**src/rtl/disp_pkg.sv**
```systemverilog
// Shared display definitions for the page controller and the 7-segment driver.
package disp_pkg;

    localparam int unsigned DISP_PAGES   = 4;
    localparam int unsigned DISP_PAGE_W  = 2;
    localparam int unsigned DISP_DATA_W  = 64;
    localparam int unsigned DISP_DIGIT_W = 16;

    typedef logic [DISP_PAGE_W-1:0] disp_page_t;
    typedef logic [DISP_DATA_W-1:0] disp_data_t;

    // One page step up or down; the page width makes the wrap across DISP_PAGES implicit.
    function automatic disp_page_t page_step(input disp_page_t cur, input logic up);
        return up ? cur + disp_page_t'(1) : cur - disp_page_t'(1);
    endfunction

endpackage

```
**src/rtl/btn_debounce.sv**
```systemverilog
// Push-button conditioner: 2-flop synchronizer, stability counter and a
// one-cycle pulse on each accepted 0->1 level change.
module btn_debounce #(
    parameter int unsigned DB_CYCLES = 1000000
) (
    input  logic clk,
    input  logic rst,
    input  logic raw,
    output logic level,
    output logic press_pulse
);

    localparam int unsigned CNT_W = $clog2(DB_CYCLES);

    logic             r_sync1;
    logic             r_sync2;
    logic             r_stable;
    logic             r_stable_d;
    logic             r_pulse;
    logic [CNT_W-1:0] r_cnt;

    always_ff @(posedge clk or posedge rst) begin
        if (rst) begin
            r_sync1    <= 1'b0;
            r_sync2    <= 1'b0;
            r_stable   <= 1'b0;
            r_stable_d <= 1'b0;
            r_pulse    <= 1'b0;
            r_cnt      <= '0;
        end else begin
            r_sync1    <= raw;
            r_sync2    <= r_sync1;
            r_stable_d <= r_stable;
            r_pulse    <= r_stable & ~r_stable_d;
            // Count only while the synchronized level disagrees with the accepted one
            if (r_sync2 == r_stable) begin
                r_cnt <= '0;
            end else if (r_cnt == CNT_W'(DB_CYCLES - 1)) begin
                r_stable <= r_sync2;
                r_cnt    <= '0;
            end else begin
                r_cnt <= r_cnt + CNT_W'(1);
            end
        end
    end

    assign level       = r_stable;
    assign press_pulse = r_pulse;

endmodule

```
**src/rtl/disp_page_ctrl.sv**
```systemverilog
// Snapshot register and page select feeding the 4-digit hex display driver.
// Define DISP_AUTO_SCROLL_EN to add periodic auto-advance of the page select.
module disp_page_ctrl
    import disp_pkg::*;
#(
    parameter int unsigned DB_CYCLES     = 1000000,
    parameter int unsigned SCROLL_CYCLES = 50000000
) (
    input  logic                   clk,
    input  logic                   rst,
    input  logic                   btn_next,
    input  logic                   btn_prev,
    input  logic                   freeze,
    input  logic [DISP_DATA_W-1:0] data_in,
    input  logic                   data_valid,
    output logic [DISP_DATA_W-1:0] disp_reg,
    output logic [DISP_PAGE_W-1:0] disp_ctrl,
    output logic                   page_pulse
);

    logic       w_next_ev;
    logic       w_prev_ev;
    logic       w_next_level;
    logic       w_prev_level;
    logic       w_unused_levels;
    logic       w_scroll_tick;
    disp_page_t w_page_nxt;
    logic       r_frz_s1;
    logic       r_frz_s2;

    btn_debounce #(.DB_CYCLES(DB_CYCLES)) u_db_next (
        .clk         (clk),
        .rst         (rst),
        .raw         (btn_next),
        .level       (w_next_level),
        .press_pulse (w_next_ev)
    );

    btn_debounce #(.DB_CYCLES(DB_CYCLES)) u_db_prev (
        .clk         (clk),
        .rst         (rst),
        .raw         (btn_prev),
        .level       (w_prev_level),
        .press_pulse (w_prev_ev)
    );

    assign w_unused_levels = w_next_level ^ w_prev_level;

`ifdef DISP_AUTO_SCROLL_EN
    localparam int unsigned SCROLL_W = $clog2(SCROLL_CYCLES);

    logic [SCROLL_W-1:0] r_scroll_cnt;

    assign w_scroll_tick = !r_frz_s2 && (r_scroll_cnt == SCROLL_W'(SCROLL_CYCLES - 1));

    // Button events restart the period; freeze parks the count
    always_ff @(posedge clk or posedge rst) begin
        if (rst) begin
            r_scroll_cnt <= '0;
        end else if (w_next_ev || w_prev_ev) begin
            r_scroll_cnt <= '0;
        end else if (!r_frz_s2) begin
            r_scroll_cnt <= w_scroll_tick ? '0 : r_scroll_cnt + SCROLL_W'(1);
        end
    end
`else
    logic w_unused_scroll;

    assign w_scroll_tick   = 1'b0;
    assign w_unused_scroll = ^SCROLL_CYCLES;
`endif

    // Simultaneous next/prev cancel out and also swallow a coincident scroll tick
    always_comb begin
        w_page_nxt = disp_ctrl;
        if (w_next_ev && !w_prev_ev) begin
            w_page_nxt = page_step(disp_ctrl, 1'b1);
        end else if (w_prev_ev && !w_next_ev) begin
            w_page_nxt = page_step(disp_ctrl, 1'b0);
        end else if (!w_next_ev && !w_prev_ev && w_scroll_tick) begin
            w_page_nxt = page_step(disp_ctrl, 1'b1);
        end
    end

    always_ff @(posedge clk or posedge rst) begin
        if (rst) begin
            r_frz_s1   <= 1'b0;
            r_frz_s2   <= 1'b0;
            disp_reg   <= '0;
            disp_ctrl  <= '0;
            page_pulse <= 1'b0;
        end else begin
            r_frz_s1   <= freeze;
            r_frz_s2   <= r_frz_s1;
            disp_ctrl  <= w_page_nxt;
            page_pulse <= (w_page_nxt != disp_ctrl);
            if (data_valid && !r_frz_s2) begin
                disp_reg <= data_in;
            end
        end
    end

endmodule
```
**config.mk**
```make
export PLATFORM = sky130hd
export DESIGN_NAME = disp_page_ctrl
export DESIGN_NICKNAME = d
export VERILOG_FILES = /design/src/rtl/disp_pkg.sv /design/src/rtl/btn_debounce.sv /design/src/rtl/disp_page_ctrl.sv
export SDC_FILE = /design/constraint.sdc
export NUM_CORES = 1
export LEC_CHECK = 0
export BUFFER_PORTS_ARGS = -buffer_cell sky130_fd_sc_hd__clkbuf_2
export CAP_MARGIN = 15
export CORE_MARGIN = 8
export CORE_UTILIZATION = 47
export CTS_CLUSTER_SIZE = 20
export DETAILED_ROUTE_END_ITERATION = 12
export PLACE_DENSITY = 0.82
export SLEW_MARGIN = 30
export SYNTH_ARGS = -nofsm -noshare
export SYNTH_HDL_FRONTEND = slang
export SYNTH_SLANG_ARGS = --single-unit
export TNS_END_PERCENT = 20
```
**constraint.sdc**
```tcl
create_clock -name clk -period 3.8 [get_ports clk]
set_input_delay 0.76 -clock clk [delete_from_list [all_inputs] [get_ports clk]]
set_output_delay 0.76 -clock clk [all_outputs]
set_load 0.03 [all_outputs]
```
; ---- Word-level counts from Yosys, hierarchy flattened
; Index checks and enable logic that the tools add are counted.
[classes]
n_addsub = 4
n_eq_ne = 5
n_mux = 6
bitwise_logic = 6
n_reduce_logical = 8
[op_table]
columns = operator, count
row1 = 2-to-1 mux 20 bit, 4
row2 = adder 20 x 1 -> 20 bit (second input constant), 2
row3 = equality test 20 bit (second input constant), 2
row4 = 2-to-1 mux 2 bit, 2
row5 = inverter 1 bit, 4
row6 = AND reduction 2 bit, 2
row7 = logical AND 1 bit, 3
row8 = logical NOT 1 bit, 3
row9 = adder 2 x 1 -> 2 bit (second input constant), 1
row10 = bitwise AND 1 bit, 2
row11 = equality test 1 bit, 2
row12 = != test 2 bit, 1
row13 = subtractor 2 x 1 -> 2 bit (second input constant), 1
[word_totals]
regBits = 119
input_bits = 70
output_inout_bits = 67
wordCells = 46

; ---- Depth between registers and ports, before layout
; Gate-level depths: netlist (run 1).
[logic_depth]
ltp_word = 5
depth_mapped = 6
ltp_nobuf = 5

; ---- Cells and area by module
; From an unflattened synthesis (run 1), not the netlist that was laid out.
[unflattened]
cells_unflattened = 371
area_unflattened_um2 = 5250.0
[modules_own_cells]
columns = mod, n_inst, cells_each, area_each_um2, seq_area_each_um2
row1 = disp_page_ctrl, 1, 148, 2872.8, 1726.7
row2 = btn_debounce (u_db_prev), 1, 111, 1206.2, 625.6
row3 = btn_debounce (u_db_next), 1, 112, 1171.1, 625.6

; ---- Least setup slack after synthesis (run 1)
; OpenSTA, ideal clock, no wires.
[synth_path]
kind = input port to flip-flop
startpoint = input data_valid
endpoint = register disp_reg[0]
setup_time_ps = 125
arrival_time_ps = 1877
required_time_ps = 3675
slack_ps = 1798
path_stages = 4
path_buffers = 2
path_cell_list = nor2b_1 > clkbuf_1 > clkbuf_1 > mux2_2
[synth_via]
elab_chain_cells = 1
[synth_lines]
columns = element, line_no
row1 = from (decl), disp_page_ctrl.sv:15  ; input logic data_valid,
row2 = logical AND 1 bit, disp_page_ctrl.sv:97  ; if (data_valid && !r_frz_s2) begin
row3 = to (signal assigned), disp_page_ctrl.sv:98  ; disp_reg <= data_in;
row4 = to (decl), disp_page_ctrl.sv:16  ; output logic [DISP_DATA_W-1:0] disp_reg,
; No other way between the ends.
; A chain may end at the register's enable or synchronous reset.

; ---- Worst setup path after layout (run 1)
[layout_path]
startpoint = register u_db_next.r_cnt[0]
endpoint = register u_db_next.r_cnt[18]
[layout_via]
elab_chain_cells = 3
elab_cells_between_ends = 4
cone_classes = add/sub: 1 / eq/ne: 1 / mux: 2
[layout_lines]
columns = element, line_no
row1 = from (decl), btn_debounce.sv:20  ; logic [CNT_W-1:0] r_cnt;
row2 = from (signal assigned), btn_debounce.sv:42  ; r_cnt <= r_cnt + CNT_W'(1);
row3 = adder 20 x 1 -> 20 bit / equality test 20 bit (equally long branches), "btn_debounce.sv:42, btn_debounce.sv:38"
row4 = 2-to-1 mux 20 bit *, btn_debounce.sv:38  ; end else if (r_cnt == CNT_W'(DB_CYCLES - 1)) begin
row5 = 2-to-1 mux 20 bit *, btn_debounce.sv:36  ; if (r_sync2 == r_stable) begin
; Mark *: on every way between the ends. The rest lies on a longest branch, timed or not.

==> load_flow_metrics.sql, run 1 <==
INSERT INTO impl_metrics (metric_group, metric, value, unit) VALUES
('die', 'initial_utilization', '47.6', '%'),
('grt', 'first_global_vias', '3665', ''),
('logic_synthesis', 'yosys_top_cell_by_area', 'dfrtp_1', ''),
('critical_path', 'critical-path-top-delay-family', 'simple AND/OR/NAND/NOR gates', ''),
('clock_tree', 'tritoncts', 'done', ''),
('grt', 'grt_overflow_total', '0', ''),
('detailed_routing', 'antenna_left', '0', ''),
('die', 'number_of_rows_in_the_core_area', '37', ''),
('clock_tree', 'clock-root-buffer', 'clkbuf_8', ''),
('logic_synthesis', 'synth_top_flop_cell', 'dfrtp_1', ''),
('clock_tree', 'cts_setup_buffers', '0', ''),
('critical_path', 'critPathMaxFanout', '7', ''),
('sta', 'finalHoldViolations', '0', ''),
('worst_hold_path', 'min_path_type', 'in2async', ''),
('sta', 'worstMarginPinSlew', '402', 'ps'),
('place', 'numPortBuffers', '136', ''),
('final_layout', 'nFillCells', '748', ''),
('detailed_routing', 'drt_first_iter_violations', '221', ''),
('critical_path', 'crit_required', '4220', 'ps'),
('clock_tree', 'post_cts_resized', '0', ''),
('detailed_routing', 'vias', '3477', ''),
('clock_tree', 'htree_levels', '4', ''),
('critical_path', 'crit_top_cell', 'or4_1', ''),
('place', 'place.detailed.hpwl', '7830', 'µm'),
('power', 'power.share.sequential', '40.6', '%'),
('grt', 'grtUsageTotal', '16.0', '%'),
('critical_path', 'worstReg2RegEnd', 'u_db_next.r_cnt[18]$_DFF_PP0_', ''),
('critical_path', 'setup.reg_to_reg.worst_slack', '1650', 'ps'),
('logic_synthesis', 'synth.top_cells.by_count', 'dfrtp_1, mux2_2, nor2_1, nand2_1, nand3_1', ''),
('final_layout', 'largest_reg_flops', '64', ''),
('logic_synthesis', 'async_flop_share', '100', '%'),
('critical_path', 'worstSetupStartpointType', 'register', ''),
('critical_path', 'crit_cells', '5', ''),
('critical_path', 'crit_path_cell_trace', 'ha_1 -> nand3_1 -> or4_1 -> or4_1 -> a21oi_1', ''),
('grt', 'antenna_found_initial', '0', ''),
('sta', 'report.final.slew_viol_count', '0', ''),
('clock_tree', 'clkSlewWorstSetupHoldPaths', '60', 'ps'),
('power', 'switching_share', '27.5', '%'),
('logic_synthesis', 'synthesis.area_per_instance', '12.7', 'µm²'),
('detailed_routing', 'detail_route.wl_per_cell', '15.9', 'µm'),
('die', 'die-area', '13800', 'µm²'),
('critical_path', 'worst-setup-path-type', 'reg2reg', ''),
('sta', 'final.period_utilization', '56.5', '%'),
('grt', 'grt_start_max_net_pins', '65', ''),
('logic_synthesis', 'count_of_flip_flops_with_a_built_in_enable_after_synthesis', '0', ''),
('logic_synthesis', 'synthesis.yosys.warnings', '0', ''),
('critical_path', 'crit_path_end_kind', 'register', ''),
('sta', 'finalSetupViolCount', '0', ''),
('sta', 'timing.setup.tns', '0', 'ps'),
('sta', 'maxSlewHeadroom', '73.2', '%'),
('die', 'io_pins', '137', ''),
('critical_path', 'cpMaxStageDelayCell', 'or4_1', ''),
('die', 'die_w', '117', 'µm'),
('sta', 'maxClockFrequency', '466', 'MHz'),
('logic_synthesis', 'postSynthCellCount', '379', ''),
('detailed_routing', 'drt_wl_total', '10700', 'µm'),
('clock_tree', 'clkLatencyLatePin', '490', 'ps'),
('die', 'core_region_area', '10100', 'µm²'),
('grt', 'global_route_wire_length_before_repair', '18300', 'µm'),
('power', 'combPwrFrac', '15.0', '%'),
('critical_path', 'critical_path.n_buffers_inverters', '0', ''),
('status', 'outcome', 'finished clean', ''),
('final_layout', 'antenna_cells_inserted', '0', ''),
('clock_tree', 'cts_made_buffers', '17', ''),
('power', 'switching_power', '0.973', 'mW'),
('final_layout', 'stdcell_count', '673', ''),
('logic_synthesis', 'yosys.cell_types.count', '30', ''),
('sta', 'holdWs', '221', 'ps'),
('logic_synthesis', 'mappedNetlistArea', '4830', 'µm²'),
('sta', 'grt_setup_unrepaired', 'no', ''),
('clock_tree', 'cts_hold_buffers', '0', '');
-- power groups by stage --
stage | clock (mW) | combinational [mW] | sequential, mW
6_report | 1.57 | 0.530 | 1.44
5_1_grt | 1.66 | 0.564 | 1.45
4_1_cts | 1.61 | 0.538 | 1.44
3_5_place_dp | 0 | 0.535 | 1.46
3_3_place_gp | 0 | 0.526 | 1.45
2_1_floorplan | 0 | 0.142 | 1.65
-- how the worst max path moves through the flow --
stage,start,to,slack [ps]
final,u_db_next.r_cnt[0]$_DFF_PP0_,u_db_next.r_cnt[18]$_DFF_PP0_,1650
after global routing,u_db_next.r_cnt[0]$_DFF_PP0_,u_db_next.r_cnt[18]$_DFF_PP0_,1560
after CTS,u_db_next.r_cnt[0]$_DFF_PP0_,u_db_next.r_cnt[18]$_DFF_PP0_,1670
after detailed placement,u_db_next.r_cnt[0]$_DFF_PP0_,u_db_next.r_cnt[18]$_DFF_PP0_,1680
after global placement,u_db_next.r_cnt[0]$_DFF_PP0_,u_db_next.r_cnt[18]$_DFF_PP0_,1740
after floorplan,rst,disp_ctrl[0]$_DFF_PP0_,1580
-- routing by layer --
layer	vias to the layer above	track usage [%]	share of wire (%)
met4	0	4.70	0.69
met3	6	5.52	6.8
met1	1721	19.1	42
met2	115	26.7	50
li1	1635	-	-
met5	-	0	0
-- kinds of logic (layout without fill, tap and decap cells) --
family / after synthesis / after routing / synth area share [%]
compound gates: 31 / 31 / 3.53
fa+ha+maj: 2 / 2 / 0.518
xor+xnor: 27 / 27 / 4.90
flops: 119 / 119 / 61.7
buf+inv: 20 / 178 / 1.63
simple gates: 114 / 114 / 12.3
mux: 66 / 66 / 15.4
-- worst register-to-register path, cell delays in order (launching register included) --
cell and delay (ps):
dfrtp_1 380, ha_1 240, nand3_1 140, or4_1 650
or4_1 520, a21oi_1 150
-- placed cells by master, fill, tap and decap left out, types with 3 or more instances in the layout --
master / count
nand4_1: 5
and3_1: 4
buf_12: 3
dfrtp_1: 119
a21oi_1: 15
bufinv_16: 3
mux2_2: 66
xor2_1: 14
buf_4: 3
nor2b_1: 3
clkinv_4: 6
clkbuf_16: 16
or3_1: 10
xnor2_1: 13
o21ai_0: 10
nor4_1: 6
nor2_1: 28
inv_1: 4
nand3_1: 17
nand2_1: 18
clkbuf_2: 136
o31ai_1: 4
nor3_1: 6
or4_1: 6
-- through the flow --
stage	area (µm²)	worst slack, ps
final	6310	1650
after global routing	6310	1560
after CTS	6290	1670
after detailed placement	5700	1680
after global placement	5700	1740
after floorplan	4830	1580
-- cell type report --
| cell class | count | area (µm²) | share of cell area [%] |
|---|---|---|---|
| flip-flops and latches | 119 | 2980 | 47.2 |
| inverters | 5 | 22.5 | 0.357 |
| clock inverters | 14 | 178 | 2.81 |
| clock buffers | 17 | 414 | 6.56 |
| multi-input cells | 240 | 1790 | 28.3 |
| repair buffers | 142 | 763 | 12.1 |
| well taps | 136 | 170 | 2.70 |
(Power assumes the default switching activity.)
==> run 2: changes to the inputs <==
CORE_UTILIZATION = 50   (was 47)
PLACE_DENSITY = 0.83   (was 0.82)
clock period = 2.1 ns   (was 3.8 ns; I/O delays follow)
==> run 2 against run 1 <==
Compared with the run above: critical path depth increased by 1; wire length decreased by 4.2%; sequential share of layout area decreased by 0.55 points; non-clock buffer count increased by 3; sequential cell count unchanged; first-iteration DRC count decreased by 31%; clock skew increased by 2.7 ps; total power increased by 85%; highest routed layer unchanged.
==> load_flow_metrics.sql, run 2 (synthesized netlist as in run 1, its figures left out) <==
INSERT INTO impl_metrics (metric_group, metric, value, unit) VALUES
('die', 'io_pins', '137', ''),
('clock_tree', 'tritoncts', 'done', ''),
('final_layout', 'stdcell_count', '673', ''),
('final_layout', 'most-common-layout-cells', 'clkbuf_2, dfrtp_1, mux2_2, nor2_1, nand2_1', ''),
('critical_path', 'r2r_start', 'u_db_next.r_cnt[0]$_DFF_PP0_', ''),
('die', 'core_region_area', '9550', 'µm²'),
('critical_path', 'crit_arrival', '2410', 'ps'),
('final_layout', 'largest_reg_flops', '64', ''),
('final_layout', 'nFillCells', '733', ''),
('detailed_routing', 'drt_drc_violations_left', '0', ''),
('place', 'dpl_cell_area', '5730', 'µm²'),
('critical_path', 'critPathMaxFanout', '6', ''),
('critical_path', 'worst-r2r-cell-count', '6', ''),
('detailed_routing', 'detail_route.wl_per_cell', '15.3', 'µm'),
('power', 'irDropWorstVdd', '508', 'µV'),
('critical_path', 'worstSetupStartpointType', 'register', ''),
('detailed_routing', 'vias', '3449', ''),
('status', 'outcome', 'finished clean', ''),
('critical_path', 'worstSetupEndpoint', 'u_db_next.r_cnt[14]$_DFF_PP0_', ''),
('detailed_routing', 'detail_route.vias_per_cell', '5.12', ''),
('clock_tree', 'cts_made_buffers', '17', ''),
('place', 'finalWeightedCongestion', '0.870', ''),
('detailed_routing', 'drt_wl_total', '10300', 'µm'),
('detailed_routing', 'drt_first_iter_violations', '153', ''),
('final_layout', 'area_growth', '32.3', '%'),
('die', 'die-area', '13100', 'µm²'),
('grt', 'grt_overflow_total', '0', ''),
('clock_tree', 'htree_levels', '4', ''),
('power', 'pd_cells', '1030', 'nW/µm²'),
('final_layout', 'layout.cells.most_common', 'clkbuf_2', ''),
('place', 'place.detailed.hpwl', '7430', 'µm'),
('final_layout', 'drive_gt1_share', '45.9', '%'),
('detailed_routing', 'detailedRoute.firstPassIterationCount', '4', ''),
('flow_run', 'maxCapViolations', '0', ''),
('sta', 'finalHoldViolations', '0', ''),
('critical_path', 'crit_path_end_kind', 'register', ''),
('clock_tree', 'clkSlewWorstSetupHoldPaths', '50', 'ps'),
('sta', 'maxSlewHeadroom', '62.4', '%'),
('clock_tree', 'cts_setup_buffers', '0', ''),
('critical_path', 'worstSetupStartpoint', 'u_db_next.r_cnt[0]$_DFF_PP0_', ''),
('final_layout', 'nNetsFinal', '600', ''),
('critical_path', 'worst-setup-path-type', 'reg2reg', ''),
('place', 'placedCellCount', '641', ''),
('die', 'die_w', '114', 'µm'),
('detailed_routing', 'antenna_left', '0', ''),
('die', 'number_of_rows_in_the_core_area', '36', ''),
('clock_tree', 'clkLatencyLatePin', '500', 'ps'),
('grt', 'global_route_wire_length_before_repair', '17400', 'µm'),
('critical_path', 'worstReg2RegEnd', 'u_db_next.r_cnt[14]$_DFF_PP0_', ''),
('sta', 'grt_setup_unrepaired', 'no', ''),
('clock_tree', 'cts_max_path_buffers', '2', ''),
('sta', 'final.period_utilization', '94.7', '%'),
('worst_hold_path', 'min_path_type', 'in2reg', ''),
('power', 'leakage', '2.94', 'nW'),
('grt', 'grt_start_max_net_pins', '65', ''),
('sta', 'fin_crit', '1990', 'ps'),
('clock_tree', 'clock-root-buffer', 'clkbuf_8', ''),
('sta', 'worstMarginPinSlew', '562', 'ps'),
('sta', 'maxClockFrequency', '503', 'MHz'),
('critical_path', 'setup.reg_to_reg.worst_slack', '110', 'ps'),
('die', 'initial_utilization', '50.6', '%'),
('place', 'numPortBuffers', '136', ''),
('sta', 'report.final.slew_viol_count', '0', ''),
('final_layout', 'antenna_cells_inserted', '0', ''),
('clock_tree', 'cts_num_sinks', '119', ''),
('sta', 'timing.setup.tns', '0', 'ps'),
('sta', 'worst_clock_skew', '8.48', 'ps'),
('final_layout', 'finalInstanceArea', '6390', 'µm²'),
('grt', 'grtUsageTotal', '16.6', '%'),
('sta', 'finalSetupViolCount', '0', ''),
('grt', 'antenna_found_initial', '0', ''),
('grt', 'first_global_vias', '3690', ''),
('die', 'die_height', '114', 'µm'),
('critical_path', 'crit_required', '2520', 'ps');
## run 2: changes by cell type in the layout (fill, tap and decap cells not counted), sizes merged
cell and change:
inv -2, clkbuf +6, dlygate4sd3 +1, buf +2, clkinv -5, bufinv +1
## run 2: worst max-delay path, stage by stage, from the launching register on
cell	delay, ps
dfrtp_1	400
ha_4	170
nand3_1	100
or4_1	540
buf_4	180
or3_1	370
a21oi_2	160
## run 2: stage by stage
stage / utilization, % / power, mW / hold WS (ps) / setup slack [ps]
final: 66.9 / 6.55 / 28.4 / 112
after global placement: 60.0 / 3.56 / 332 / 161
after floorplan: - / 3.25 / 331 / 130
after global routing: 66.9 / 6.84 / 6.23 / 30.1
after detailed placement: 60.0 / 3.60 / 335 / 38.9
after CTS: 66.7 / 6.63 / 6.97 / 44.4
## run 2: timing repair
item,in CTS,in global routing
endpoints found under the hold margin,21,0
resized for setup,0,3
setup endpoints to repair,0,2
hold buffers,1,0
## run 2: how the worst min path moves through the flow
| stage | start | slack [ps] | cells after the start | to |
|---|---|---|---|---|
| finish | btn_next | 30 | 1 | u_db_next.r_sync1$_DFF_PP0_ |
| global route | btn_prev | 6 | 1 | u_db_prev.r_sync1$_DFF_PP0_ |
| CTS | btn_next | 7 | 1 | u_db_next.r_sync1$_DFF_PP0_ |
| detailed placement | u_db_next.r_sync1$_DFF_PP0_ | 330 | 0 | u_db_next.r_sync2$_DFF_PP0_ |
| global placement | r_frz_s1$_DFF_PP0_ | 330 | 0 | r_frz_s2$_DFF_PP0_ |
| floorplan | r_frz_s1$_DFF_PP0_ | 330 | 0 | r_frz_s2$_DFF_PP0_ |
## run 2: where the power goes
part           internal [mW]  switching [mW]  total [mW]
clock                   2.07           0.931        3.00
combinational          0.341           0.610       0.951
sequential              2.49           0.107        2.60
total                   4.91            1.65        6.55
## run 2: final cells by class
cell class              count  area, µm²  area share (%)
clock buffers              23        487            7.62
clock inverters             8        143            2.23
inverters                   5       22.5           0.353
multi-input cells         240       1800            28.2
flip-flops and latches    119       2980            46.6
well taps                 133        166            2.60
repair buffers            145        788            12.3
## run 2: layer usage
metal | share of wire, % | routed length [µm] | vias to the layer above | GRT usage, %
met3 | 7.5 | 776 | 7 | 5.91
met2 | 52 | 5310 | 96 | 29.3
met1 | 40 | 4130 | 1708 | 18.4
met5 | 0 | 0 | - | 0
met4 | 0.64 | 66 | 0 | 4.53
li1 | - | - | 1638 | -
==> run 3: changes to the inputs <==
CORE_UTILIZATION = 47   (was 50)
PLACE_DENSITY = 0.82   (was 0.83)
clock period = 1.6 ns   (was 2.1 ns; I/O delays follow)
==> run 3 against run 2 <==
Compared with the run above: the run now ends with negative setup slack left; sequential share of layout area decreased by 3.9 points; via count increased by 13%; sequential cell count stayed put; total power grew 32%; first-iteration DRC count grew 92%; final area increased by 9.2%; utilization up 1.9 points; wire length rose by 37%; worst setup slack lost 250 ps; worst hold slack got worse by 4.2 ps; critical path type unchanged.
==> load_flow_metrics.sql, run 3 (synthesized netlist as in run 1, its figures left out) <==
INSERT INTO impl_metrics (metric_group, metric, value, unit) VALUES
('place', 'finalWeightedCongestion', '0.834', ''),
('status', 'outcome', 'finished with violations', ''),
('clock_tree', 'cts_max_path_buffers', '2', ''),
('grt', 'antenna_found_initial', '0', ''),
('clock_tree', 'clock-root-buffer', 'clkbuf_8', ''),
('final_layout', 'most-common-layout-cells', 'clkbuf_2, dfrtp_1, mux2_2, buf_4, nor2_1', ''),
('sta', 'final.period_utilization', '109', '%'),
('clock_tree', 'clkLatencyLatePin', '530', 'ps'),
('clock_tree', 'cts_num_sinks', '119', ''),
('critical_path', 'crit_top_cell', 'or4_4', ''),
('sta', 'finalSetupViolCount', '24', ''),
('detailed_routing', 'route.top_layer_used', 'met4', ''),
('detailed_routing', 'drt_first_iter_violations', '294', ''),
('place', 'place.detailed.hpwl', '8530', 'µm'),
('critical_path', 'worst-r2r-cell-count', '5', ''),
('final_layout', 'drive_gt1_share', '55.6', '%'),
('grt', 'first_global_vias', '4044', ''),
('clock_tree', 'htree_levels', '4', ''),
('final_layout', 'stdcell_count', '729', ''),
('worst_hold_path', 'min_path_type', 'in2reg', ''),
('sta', 'report.final.slew_viol_count', '0', ''),
('sta', 'fin_crit', '1740', 'ps'),
('place', 'numPortBuffers', '136', ''),
('sta', 'worst_clock_skew', '6.52', 'ps'),
('critical_path', 'worstSetupStartpointType', 'register', ''),
('grt', 'global_route_wire_length_before_repair', '21200', 'µm'),
('sta', 'timing.final.ws_setup', '-140', 'ps'),
('die', 'initial_utilization', '47.6', '%'),
('critical_path', 'worst-setup-path-type', 'reg2reg', ''),
('detailed_routing', 'detail_route.wl_per_cell', '19.3', 'µm'),
('final_layout', 'area_growth', '44.6', '%'),
('place', 'placedCellCount', '683', ''),
('power', 'irDropWorstVdd', '909', 'µV'),
('clock_tree', 'clkSlewWorstSetupHoldPaths', '60', 'ps'),
('detailed_routing', 'met2_length', '7190', 'µm'),
('die', 'die-area', '13800', 'µm²'),
('critical_path', 'crit_arrival', '2200', 'ps'),
('final_layout', 'final_util', '68.8', '%'),
('grt', 'grtUsageTotal', '19.0', '%'),
('critical_path', 'crit_path_cell_trace', 'ha_4 -> nand3_2 -> or4_4 -> or4_4 -> a21oi_2', ''),
('die', 'die_w', '117', 'µm'),
('critical_path', 'critPathMaxFanout', '3', ''),
('status', 'failed_checks', 'negative setup slack', ''),
('die', 'core_region_area', '10100', 'µm²'),
('critical_path', 'crit_path_end_kind', 'register', ''),
('final_layout', 'antenna_cells_inserted', '0', ''),
('final_layout', 'layout.cells.most_common', 'clkbuf_2', ''),
('sta', 'maxSlewHeadroom', '61.1', '%'),
('grt', 'grt_start_max_net_pins', '71', ''),
('detailed_routing', 'routedLengthMet1', '5500', 'µm'),
('power', 'leakage', '3.24', 'nW'),
('final_layout', 'nNetsFinal', '652', ''),
('critical_path', 'crit_required', '2060', 'ps'),
('clock_tree', 'cts_made_buffers', '17', ''),
('die', 'io_pins', '137', ''),
('sta', 'grt_setup_unrepaired', 'yes', ''),
('detailed_routing', 'vias', '3902', ''),
('die', 'die_height', '117', 'µm'),
('clock_tree', 'tritoncts', 'done', ''),
('grt', 'grt_overflow_total', '0', ''),
('sta', 'maxClockFrequency', '575', 'MHz'),
('sta', 'finalHoldViolations', '0', ''),
('power', 'pd_cells', '1240', 'nW/µm²'),
('detailed_routing', 'antenna_left', '0', ''),
('power', 'p_total', '8.65', 'mW'),
('worst_hold_path', 'hold_depth', '2', ''),
('detailed_routing', 'dr_wl_met3', '1070', 'µm'),
('die', 'number_of_rows_in_the_core_area', '37', ''),
('final_layout', 'largest_reg_flops', '64', ''),
('detailed_routing', 'drt_wl_total', '14100', 'µm'),
('critical_path', 'cpMaxStageDelayCell', 'or4_4', ''),
('critical_path', 'cpPeakStageDelay', '490', 'ps'),
('detailed_routing', 'detailedRoute.firstPassIterationCount', '4', ''),
('sta', 'worstMarginPinSlew', '583', 'ps'),
('detailed_routing', 'detail_route.vias_per_cell', '5.35', ''),
('detailed_routing', 'drt_drc_violations_left', '0', ''),
('flow_run', 'maxCapViolations', '0', '');
-- run 3: cell count changes in the layout (fill, tap and decap cells not counted), sizes merged --
cell         previous run  this run
clkinv                  3         4
inv                     4         7
dlygate4sd3             1         4
bufinv                  4         3
clkinvlp                2         4
buf                     8        57
clkbuf                159       155
-- run 3: worst max-delay path, delay by kind of cell (launching register included) --
family	cells	cell delay, ps
AOI/OAI and AO/OA	1	130
and+or+nand+nor	3	1000
DFF	1	390
adders and majority gates	1	150
-- run 3: routing by layer --
layer,track usage (%),vias up
li1,-,1749
met1,20.9,1957
met2,32.4,162
met3,7.39,34
met4,7.22,0
met5,0,-
-- run 3: path summary, 6_finish.rpt --
path                                                 endpoint  slack, ps                         start
worst max-delay path            u_db_next.r_cnt[18]$_DFF_PP0_       -140  u_db_next.r_cnt[1]$_DFF_PP0_
worst min-delay path                 disp_reg[36]$_DFFE_PP0P_         20                   data_in[36]
worst max register to register  u_db_next.r_cnt[18]$_DFF_PP0_       -140  u_db_next.r_cnt[1]$_DFF_PP0_
worst min register to register             r_frz_s2$_DFF_PP0_        360            r_frz_s1$_DFF_PP0_
max in group asynchronous            disp_reg[51]$_DFFE_PP0P_        640                           rst
min in group asynchronous       u_db_next.r_cnt[12]$_DFF_PP0_        450                           rst
-- run 3: report_power, final --
part | switching, mW | total [mW] | internal, mW
Clock | 1.43 | 3.90 | 2.47
Sequential | 0.167 | 3.44 | 3.27
Combinational | 0.849 | 1.32 | 0.466
-- run 3: metrics by stage --
step | hold WS (ps) | worst slack, ps | setup TNS [ps] | cell area (µm²)
2_1_floorplan | 331 | -211 | -24000 | 4850
4_1_cts | 8.10 | -140 | -758 | 6830
5_1_grt | 11.8 | -177 | -3640 | 6980
3_5_place_dp | 343 | -185 | -2480 | 6030
3_3_place_gp | 338 | -129 | -818 | 6030
6_report | 24.2 | -140 | -1310 | 6980
-- run 3: layout make-up --
type / instances / area (µm²)
multi-input combinational: 240 / 1990
clock buffer: 19 / 442
inverter: 5 / 22.5
sequential: 119 / 2980
tap: 136 / 170
fill: 592 / 3160
timing repair buffer: 197 / 1210
clock inverter: 13 / 170
-- run 3: timing repair --
item | 4_1_cts | 5_1_grt
gates resized for setup | 19 | 33
hold endpoints to repair | 73 | 0
endpoints found under the setup margin | 42 | 42
hold buffers | 4 | 0
setup buffers | 7 | 2
cloned | 1 | 0
pin swaps | 13 | 13
